**src/rtl/write_arbiter.sv**
```systemverilog
// rtl/write_arbiter.sv - assembles UART payload bytes into one DMI write word
module write_arbiter #(
  parameter int                   IRLENGTH    = 5,
  parameter int                   CMDLENGTH   = 3,
  parameter int                   DRLENGTH    = 41,
  parameter int                   TIMEOUT     = 1024,
  parameter logic [CMDLENGTH-1:0] CMD_WRITE   = CMDLENGTH'(2),
  parameter logic [CMDLENGTH-1:0] CMD_RESET   = CMDLENGTH'(3),
  parameter logic [IRLENGTH-1:0]  ADDR_IDCODE = IRLENGTH'(1)
) (
  input  logic                 CLK_I,
  input  logic                 RST_NI,
  input  logic                 VALID_I,
  output logic                 READY_O,
  input  logic [CMDLENGTH-1:0] COMMAND_I,
  input  logic [IRLENGTH-1:0]  ADDRESS_I,
  input  logic                 RX_VALID_I,
  input  logic [7:0]           RX_DATA_I,
  output logic                 RX_READ_O,
  output logic                 DMI_VALID_O,
  input  logic                 DMI_READY_I,
  output logic [IRLENGTH-1:0]  DMI_ADDRESS_O,
  output logic [DRLENGTH-1:0]  DMI_DATA_O,
  output logic                 ERROR_O
);

  localparam int NBYTES = (DRLENGTH + 7) / 8;
  localparam int CNT_W  = $clog2(NBYTES + 1);
  localparam int TCNT_W = $clog2(TIMEOUT);

  typedef enum logic [1:0] {ST_IDLE, ST_COLLECT, ST_WRITE, ST_ACK} state_e;

  state_e              r_state;
  state_e              w_next;
  logic [CNT_W-1:0]    r_cnt;
  logic [TCNT_W-1:0]   r_tcnt;
  logic [DRLENGTH-1:0] r_data;
  logic [IRLENGTH-1:0] r_addr;

  logic                w_accept_write;
  logic                w_accept_reset;
  logic                w_byte;
  logic                w_last;
  logic                w_timeout;
  logic [DRLENGTH-1:0] w_shift;
  logic [DRLENGTH-1:0] w_mask;
  logic [DRLENGTH-1:0] w_cap_data;

  assign w_accept_write = (r_state == ST_IDLE) && VALID_I && (COMMAND_I == CMD_WRITE);
  assign w_accept_reset = (r_state == ST_IDLE) && VALID_I && (COMMAND_I == CMD_RESET);
  assign w_byte         = (r_state == ST_COLLECT) && RX_VALID_I;
  assign w_last         = (r_cnt == CNT_W'(NBYTES - 1));
  assign w_timeout      = (r_state == ST_COLLECT) && !RX_VALID_I
                          && (r_tcnt == TCNT_W'(TIMEOUT - 1));

  // Byte lane insert; the shift naturally drops bits of the last byte above DRLENGTH-1
  assign w_shift    = DRLENGTH'(RX_DATA_I) << {r_cnt, 3'b000};
  assign w_mask     = DRLENGTH'(8'hFF) << {r_cnt, 3'b000};
  assign w_cap_data = (r_data & ~w_mask) | w_shift;

  assign DMI_ADDRESS_O = r_addr;
  assign DMI_DATA_O    = r_data;

  // State register
  always_ff @(posedge CLK_I or negedge RST_NI) begin
    if (!RST_NI) begin
      r_state <= ST_IDLE;
    end else begin
      r_state <= w_next;
    end
  end

  // Next-state and handshake outputs; READY_O is also forced low while reset is held
  always_comb begin
    w_next      = r_state;
    READY_O     = 1'b0;
    RX_READ_O   = 1'b0;
    DMI_VALID_O = 1'b0;
    ERROR_O     = 1'b0;
    unique case (r_state)
      ST_IDLE: begin
        READY_O = RST_NI;
        if (w_accept_write) begin
          w_next = ST_COLLECT;
        end else if (w_accept_reset) begin
          w_next = ST_ACK;
        end
      end
      ST_COLLECT: begin
        RX_READ_O = RX_VALID_I;
        if (w_byte && w_last) begin
          w_next = ST_WRITE;
        end else if (w_timeout) begin
          ERROR_O = 1'b1;
          w_next  = ST_ACK;
        end
      end
      ST_WRITE: begin
        DMI_VALID_O = 1'b1;
        if (DMI_READY_I) begin
          w_next = ST_ACK;
        end
      end
      ST_ACK: begin
        w_next = ST_IDLE;
      end
      default: begin
        w_next = ST_IDLE;
      end
    endcase
  end

  // Address/data capture plus byte and idle-gap counters
  always_ff @(posedge CLK_I or negedge RST_NI) begin
    if (!RST_NI) begin
      r_cnt  <= '0;
      r_tcnt <= '0;
      r_data <= '0;
      r_addr <= ADDR_IDCODE;
    end else if (w_accept_write) begin
      r_addr <= ADDRESS_I;
      r_data <= '0;
      r_cnt  <= '0;
      r_tcnt <= '0;
    end else if (w_accept_reset) begin
      r_addr <= ADDR_IDCODE;
      r_data <= '0;
    end else if (w_byte) begin
      r_data <= w_cap_data;
      r_cnt  <= r_cnt + CNT_W'(1);
      r_tcnt <= '0;
    end else if (r_state == ST_COLLECT) begin
      r_tcnt <= w_timeout ? '0 : r_tcnt + TCNT_W'(1);
    end
  end

endmodule

```
**config.mk**
```make
export PLATFORM = sky130hd
export DESIGN_NAME = write_arbiter
export DESIGN_NICKNAME = d
export VERILOG_FILES = /design/src/rtl/write_arbiter.sv
export SDC_FILE = /design/constraint.sdc
export NUM_CORES = 1
export LEC_CHECK = 0
export ABC_AREA = 1
export CORE_MARGIN = 2
export CORE_UTILIZATION = 49
export DETAILED_ROUTE_END_ITERATION = 7
export PLACE_DENSITY_LB_ADDON = 0.1
export REMOVE_ABC_BUFFERS = 1
export SLEW_MARGIN = 20
export SYNTH_ARGS = -nofsm -noshare
export SYNTH_HDL_FRONTEND = slang
export SYNTH_SLANG_ARGS = --single-unit
```
**constraint.sdc**
```tcl
create_clock -name CLK_I -period 1.9 [get_ports CLK_I]
set_input_delay 0.19 -clock CLK_I [delete_from_list [all_inputs] [get_ports CLK_I]]
set_output_delay 0.19 -clock CLK_I [all_outputs]
set_load 0.02 [all_outputs]
```
==> Implementation_results.wiki, run 1 <==
{| class="wikitable"
! Metric !! Value
|-
| Synthesized area per cell || 8.04 um2
|-
| Die Span X || 84.9 um
|-
| Initial core utilization || 0.505
|-
| Remaining antenna violation count after routing || 0
|-
| Placer's final routability congestion estimate || 0.811
|-
| Final cycle utilization of the critical path || 0.982
|-
| Most common library cells after synthesis || sky130_fd_sc_hd__nand2_1, sky130_fd_sc_hd__dfrtp_1, sky130_fd_sc_hd__inv_1
|-
| Core region area || 0.00635 mm2
|-
| Number of vias per cell after detailed routing || 5.07
|-
| Setup repair after global routing missed its margin || yes
|-
| Post-route minimum period || 1.87 ns
|-
| Async set-or-reset flop fraction in the synthesized netlist || 1.00
|-
| Buffers plus inverters on the worst setup path || 4
|-
| Type of the worst setup path || reg2out
|-
| Share of cells above drive strength 1 || 0.113
|-
| CP Data Required Time || 1.71 ns
|-
| Initial DRC count || 190
|-
| Area of the mapped netlist || 0.00321 mm2
|-
| Worst hold path class || in2async
|-
| Worst Tran Pin Value || 0.781 ns
|-
| Synth Register Bits || 61
|-
| Post-layout nets || 513
|-
| CP arrival || 1.68 ns
|-
| Flip-flop cell with the highest count after synthesis || sky130_fd_sc_hd__dfrtp_1
|-
| Worst path top cell family by delay || buffers and inverters
|-
| Clock tree from TritonCTS || done
|-
| Vias || 2857
|-
| Seq/Total Area, Yosys || 0.476
|-
| Total design power || 6400 uW
|-
| Number of filler instances in the final layout || 539
|-
| Row Count || 29
|-
| CTS HTree Levels || 3
|-
| Global-route usage over all layers || 0.232
|-
| Clock buffers created by TritonCTS || 9
|-
| Layout overhead on the synthesized area || 32.3%
|-
| Status || complete, no violations
|-
| Antenna violations before repair || 0
|-
| Post-route clock skew || 0.00746 ns
|-
| Maximum vdd drop || 856 uV
|-
| Fraction of post-synthesis cell area in the top cell type by area || 0.468
|-
| Remaining Overflow, GRT || 0
|-
| Final setup violation count || 0
|-
| Average wire per standard cell || 13.6 um
|-
| Cell accounting for the most synthesized area || sky130_fd_sc_hd__dfrtp_1
|-
| Largest net degree at the start of global routing || 62
|-
| # diodes || 0
|-
| Longest individual stage delay on the worst path || 0.39 ns
|-
| Cell Chain, Critical Path || inv_1 > ha_2 > nand3_1 > inv_1 > nand4_1 > inv_1 > clkdlybuf4s15_2
|-
| Input/output buffers || 70
|-
| Number of detailed-routing iterations run before antenna repair || 4
|-
| Most numerous cell in the Yosys netlist || sky130_fd_sc_hd__nand2_1
|-
| Die area || 0.00721 mm2
|-
| Post-detailed-route DRC marker count || 0
|-
| Sort of element at the end of the critical path || output pin
|-
| Max Cap Viol || 0
|-
| Maximum number of buffers from clock root to sink || 2
|-
| Cell types occupying the most area after synthesis || sky130_fd_sc_hd__dfrtp_1, sky130_fd_sc_hd__nand2_1, sky130_fd_sc_hd__inv_1
|-
| Peak clock frequency supported by timing || 536 MHz
|-
| First-pass GRT wire length || 13.3 mm
|-
| Startpoint Class || flop
|-
| Max-slew headroom at the worst pin || 0.479
|-
| Height of the die || 84.9 um
|-
| DRT Wirelength || 7.69 mm
|-
| Vias in the first global route || 2800
|-
| Clk pin slew, worst setup/hold paths || 0.07 ns
|-
| Slew Viols, Final || 0
|-
| HPWL after detailed placement || 5.46 mm
|-
| Clock network latency to the later pin of the worst-skew pair || 0.34 ns
|-
| EDFF count, synth || 0
|-
| Critical Path Fanout Max || 4
|-
| Clk sinks || 61
|-
| Cell repeated most along the worst path || sky130_fd_sc_hd__inv_1
|-
| Pwr dens || 1510 mW/mm2
|-
| Clk root buf || sky130_fd_sc_hd__clkbuf_8
|-
| Number of ports placed on the die boundary || 71
|-
| Yosys synthesis warning count || 0
|-
| Setup Fix Bufs, Post-CTS || 0
|-
| Hold Vio Cnt, Final || 0
|-
| Number of standard cells after synthesis || 399
|-
| Synth unique cells || 30
|-
| Post-layout util || 0.668
|-
| Cell at the slowest stage of the critical path || sky130_fd_sc_hd__dfrtp_1
|-
| LEAKAGE || 0.00217 uW
|}
[per-stage QoR]
step	instance area, um2	hold slack [ns]	setup WS, ns	std cells	TNS, ns
final	4240	0.0732	0.0340	564	0
after global placement	4010	0.471	0.0674	548	0
after global routing	4240	0.154	-0.0532	564	-0.0907
after detailed placement	4010	0.474	0.0390	548	0
after CTS	4220	0.109	0.00239	564	0
after floorplan	3110	-0.106	0.142	389	0
[where the power goes]
| group | leakage [uW] | internal (uW) | switching (uW) | total (uW) |
|---|---|---|---|---|
| Combinational | 0.00126 | 1280 | 1750 | 3030 |
| Clock | 0.000106 | 712 | 512 | 1220 |
| Sequential | 0.000807 | 1790 | 357 | 2150 |
[sequential cells by signal, summed over array words and instances, names as in the netlist]
| signal | flops |
|---|---|
| DMI_DATA_O | 41 |
| r_tcnt | 10 |
| DMI_ADDRESS_O | 5 |
| r_cnt | 3 |
| r_state | 2 |
[cell families after synthesis]
family	after synthesis	share of synthesized area
fa+ha+maj	10	0.0390
flops	61	0.476
buf+inv	62	0.0929
compound gates	67	0.112
simple gates	199	0.279
[cells in the final DEF, fill, tap and decap left out, types with 6 or more instances in the layout]
cell / Yosys / final
sky130_fd_sc_hd__clkbuf_8: 0 / 12
sky130_fd_sc_hd__nor2_1: 23 / 23
sky130_fd_sc_hd__clkdlybuf4s50_1: 0 / 65
sky130_fd_sc_hd__o21ai_0: 34 / 34
sky130_fd_sc_hd__buf_4: 0 / 11
sky130_fd_sc_hd__nand3_1: 20 / 20
sky130_fd_sc_hd__inv_1: 46 / 46
sky130_fd_sc_hd__nand2_1: 132 / 132
sky130_fd_sc_hd__dfrtp_1: 60 / 60
sky130_fd_sc_hd__ha_1: 10 / 8
sky130_fd_sc_hd__a21oi_1: 22 / 22
sky130_fd_sc_hd__nand2_4: 5 / 6
[path summary, 6_finish.rpt]
| kind | from | endpoint | slack, ns | cells after the start |
|---|---|---|---|---|
| worst min-delay path | RST_NI | DMI_DATA_O[5] | 0.07 | 2 |
| min in group CLK_I | ADDRESS_I[4] | DMI_ADDRESS_O[4] | 0.45 | 2 |
| max in group asynchronous | RST_NI | DMI_DATA_O[30] | 1.29 | 2 |
| worst max register to register | r_state[0] | r_cnt[1] | 0.17 | 9 |
| worst max-delay path | r_state[1] | ERROR_O | 0.03 | 7 |
| worst min register to register | r_state[1] | r_state[1] | 0.51 | 2 |
[what timing repair did]
action,4_1_cts,5_1_grt
resized for setup,6,5
endpoints found under the setup margin,3,12
hold buffers,0,0
[layer usage]
layer	track usage	up-vias	share of wire
met5	0	-	0
met4	0.102	0	0.020
met3	0.0321	15	0.046
met2	0.361	87	0.46
met1	0.327	1325	0.48
li1	-	1430	-
[cell type report]
class,instances,area (um2),share of cell area
timing repair buffer,82,800,0.188
clock buffer,13,169,0.0398
inverter,52,205,0.0483
tap,77,96.3,0.0227
multi-input combinational,276,1400,0.331
clock inverter,3,42.5,0.0100
sequential,61,1530,0.360
(Power assumes the default switching activity.)
==> inputs of run 2 (changes only) <==
==> constraint.sdc (replaced) <==
create_clock -name CLK_I -period 1.8 [get_ports CLK_I]
set_input_delay 0.18 -clock CLK_I [delete_from_list [all_inputs] [get_ports CLK_I]]
set_output_delay 0.18 -clock CLK_I [all_outputs]
set_load 0.02 [all_outputs]
==> run 2 against run 1 <==
Net effect: die area stayed put; critical path depth is 1 lower; register-to-register slack worse by 0.06 ns; sequential cell count stayed put; utilization is 1.5 points higher; largest cell class unchanged.
==> Implementation_results.wiki, run 2 (synthesis gave the netlist of run 1 again) <==
{| class="wikitable"
! Metric !! Value
|-
| Clock network latency to the later pin of the worst-skew pair || 0.35 ns (about the same)
|-
| GRT Max-Usage Layer || met2
|-
| CP Data Required Time || 1.62 ns (-0.09 ns)
|-
| Worst hold path class || in2async
|-
| Worst path top cell family by delay || buffers and inverters
|-
| Startpoint Class || flop
|-
| Max Cap Viol || 0 (unchanged)
|-
| # diodes || 0 (unchanged)
|-
| Crit. Startpoint || r_state[1]
|-
| Cell at the slowest stage of the critical path || sky130_fd_sc_hd__dfrtp_1
|-
| CP arrival || 1.55 ns (-0.13 ns)
|-
| Stages on the worst setup path || 6 (-1)
|-
| Final setup violation count || 0 (unchanged)
|-
| Worst Tran Pin Value || 0.774 ns (-0.00686 ns)
|-
| First-pass GRT wire length || 13.0 mm (-1.9%)
|-
| Capturing instance or port of the critical path || RX_READ_O
|-
| Average wire per standard cell || 13.7 um (+0.38%)
|-
| Post-detailed-route DRC marker count || 0 (unchanged)
|-
| Core region area || 0.00635 mm2 (unchanged)
|-
| Buffers plus inverters on the worst setup path || 4 (unchanged)
|-
| Row Count || 29 (unchanged)
|-
| Post-route clock skew || 0.00393 ns (-0.00353 ns)
|-
| Global-route usage over all layers || 0.233 (+0.000571)
|-
| Number of detailed-routing iterations run before antenna repair || 4 (unchanged)
|-
| Longest individual stage delay on the worst path || 0.40 ns (about the same)
|-
| Slew Viols, Final || 0 (unchanged)
|-
| Final non-filler cell total || 573 (+1.6%)
|-
| Number of filler instances in the final layout || 557 (+3.3%)
|-
| Hold Vio Cnt, Final || 0 (unchanged)
|-
| Largest net degree at the start of global routing || 62 (unchanged)
|-
| Pwr dens || 1580 mW/mm2 (+4.9%)
|-
| Initial core utilization || 0.505 (unchanged)
|-
| Die Span X || 84.9 um (unchanged)
|-
| Number of vias per cell after detailed routing || 5.02 (-0.92%)
|-
| Clk sinks || 61 (unchanged)
|-
| Status || complete, no violations
|-
| Maximum vdd drop || 838 uV (-2.2%)
|-
| Cell count of the worst reg-to-reg path || 11 (+2)
|-
| Cell Chain, Critical Path || inv_2 > ha_2 > buf_4 > nand2_4 > inv_6 > clkdlybuf4s15_2
|-
| R2R Setup Slk || 0.11 ns (-0.06 ns)
|-
| LEAKAGE || 0.00220 uW (+1.4%)
|-
| Worst reg2reg endpoint || DMI_DATA_O[3]
|-
| Met2 usage || 0.359 (-0.00215)
|-
| GR met1 Demand/Resource || 0.317 (-0.00969)
|-
| Worst hold margin || 0.0694 ns (-0.00385 ns)
|-
| Remaining antenna violation count after routing || 0 (unchanged)
|-
| Max-slew headroom at the worst pin || 0.484 (+0.00457)
|-
| CTS HTree Levels || 3 (unchanged)
|-
| Setup repair after global routing missed its margin || yes
|-
| Clk pin slew, worst setup/hold paths || 0.07 ns (about the same)
|-
| Clk root buf || sky130_fd_sc_hd__clkbuf_8
|-
| Clock buffers created by TritonCTS || 9 (unchanged)
|-
| Vias || 2876 (+0.67%)
|-
| Antenna violations before repair || 0 (unchanged)
|-
| Placed cells || 554 (+1.1%)
|-
| Die area || 0.00721 mm2 (unchanged)
|-
| Share of cells above drive strength 1 || 0.139 (+0.0262)
|-
| Clock tree from TritonCTS || done
|-
| Remaining Overflow, GRT || 0 (unchanged)
|-
| Type of the worst setup path || reg2out
|-
| Number of ports placed on the die boundary || 71 (unchanged)
|-
| Vias in the first global route || 2773 (-0.96%)
|-
| DRT Wirelength || 7.84 mm (+2.0%)
|-
| HPWL after detailed placement || 5.55 mm (+1.6%)
|-
| Layout overhead on the synthesized area || 35.2%
|-
| Commonest cells after routing, fill and taps aside || sky130_fd_sc_hd__nand2_1, sky130_fd_sc_hd__clkdlybuf4s50_1, sky130_fd_sc_hd__dfrtp_1
|-
| Critical Path Fanout Max || 4 (unchanged)
|-
| Final cycle utilization of the critical path || 0.964
|-
| Sort of element at the end of the critical path || output pin
|-
| Initial DRC count || 155 (-18%)
|-
| Most common library cell in the layout ignoring fill and taps || sky130_fd_sc_hd__nand2_1
|-
| Post-layout nets || 524 (+2.1%)
|-
| Height of the die || 84.9 um (unchanged)
|-
| Start of the worst register-to-register path || r_state[1]
|-
| Post-route minimum period || 1.73 ns
|-
| Max FFs per register || 41 (unchanged)
|-
| Met3 demand-to-capacity share in global routing || 0.0370 (+0.00486)
|-
| Input/output buffers || 70 (unchanged)
|-
| Placer's final routability congestion estimate || 0.819 (+0.94%)
|-
| Maximum number of buffers from clock root to sink || 2 (unchanged)
|-
| Peak clock frequency supported by timing || 576 MHz
|}
-- run 2: metrics by stage --
step	power (uW)	worst slack [ns]	cell area [um2]	util	setup TNS (ns)
2_1_floorplan	4110	0.0421	3110	-	0
5_1_grt	7370	-0.0290	4340	0.683	-0.137
4_1_cts	6790	0.00758	4270	0.672	0
3_3_place_gp	5440	0.0734	4070	0.640	0
6_report	6860	0.0651	4340	0.683	0
3_5_place_dp	5520	0.0239	4070	0.640	0
-- run 2: power by group --
part           internal [uW]  switching (uW)  total (uW)
combinational           1460            1890        3350
sequential              1890             359        2250
clock                    738             523        1260
total                   4090            2770        6860
-- run 2: repair_timing --
action	4_1_cts	5_1_grt
endpoints found under the setup margin	6	30
pin swaps	0	1
buffers inserted	0	5
gates resized for setup	9	13
hold buffers	0	0
hold endpoints to repair	0	0
-- run 2: cell type report --
| type | count | area (um2) | share of cell area |
|---|---|---|---|
| inverter | 52 | 213 | 0.0490 |
| multi-input combinational | 276 | 1410 | 0.326 |
| tap | 77 | 96.3 | 0.0222 |
| timing repair buffer | 93 | 888 | 0.205 |
| clock buffer | 13 | 169 | 0.0389 |
| clock inverter | 1 | 30.0 | 0.00692 |
| sequential | 61 | 1530 | 0.352 |
-- run 2: worst min-delay path by stage --
stage / depth (start not counted) / endpoint / slack (ns)
after detailed placement: 2 / DMI_DATA_O[4] / 0.47
after global routing: 2 / DMI_DATA_O[4] / 0.13
final: 2 / DMI_DATA_O[4] / 0.07
after floorplan: 0 / DMI_ADDRESS_O[1] / -0.12
after CTS: 2 / DMI_DATA_O[4] / 0.1
after global placement: 2 / DMI_DATA_O[0] / 0.46
-- run 2: worst reg2reg max path, delay by kind of cell, from the launching register on --
family | cells | cell delay [ns]
adders and majority gates | 1 | 0.18
and+or+nand+nor | 3 | 0.21
DFF | 1 | 0.40
buffers and inverters | 6 | 0.62
AOI/OAI and AO/OA | 1 | 0.17
-- run 2: routing by layer --
layer  vias to the layer above  share of wire
met5                         -              0
met4                         0          0.022
met3                        12          0.045
met2                        70           0.47
met1                      1344           0.46
li1                       1450              -
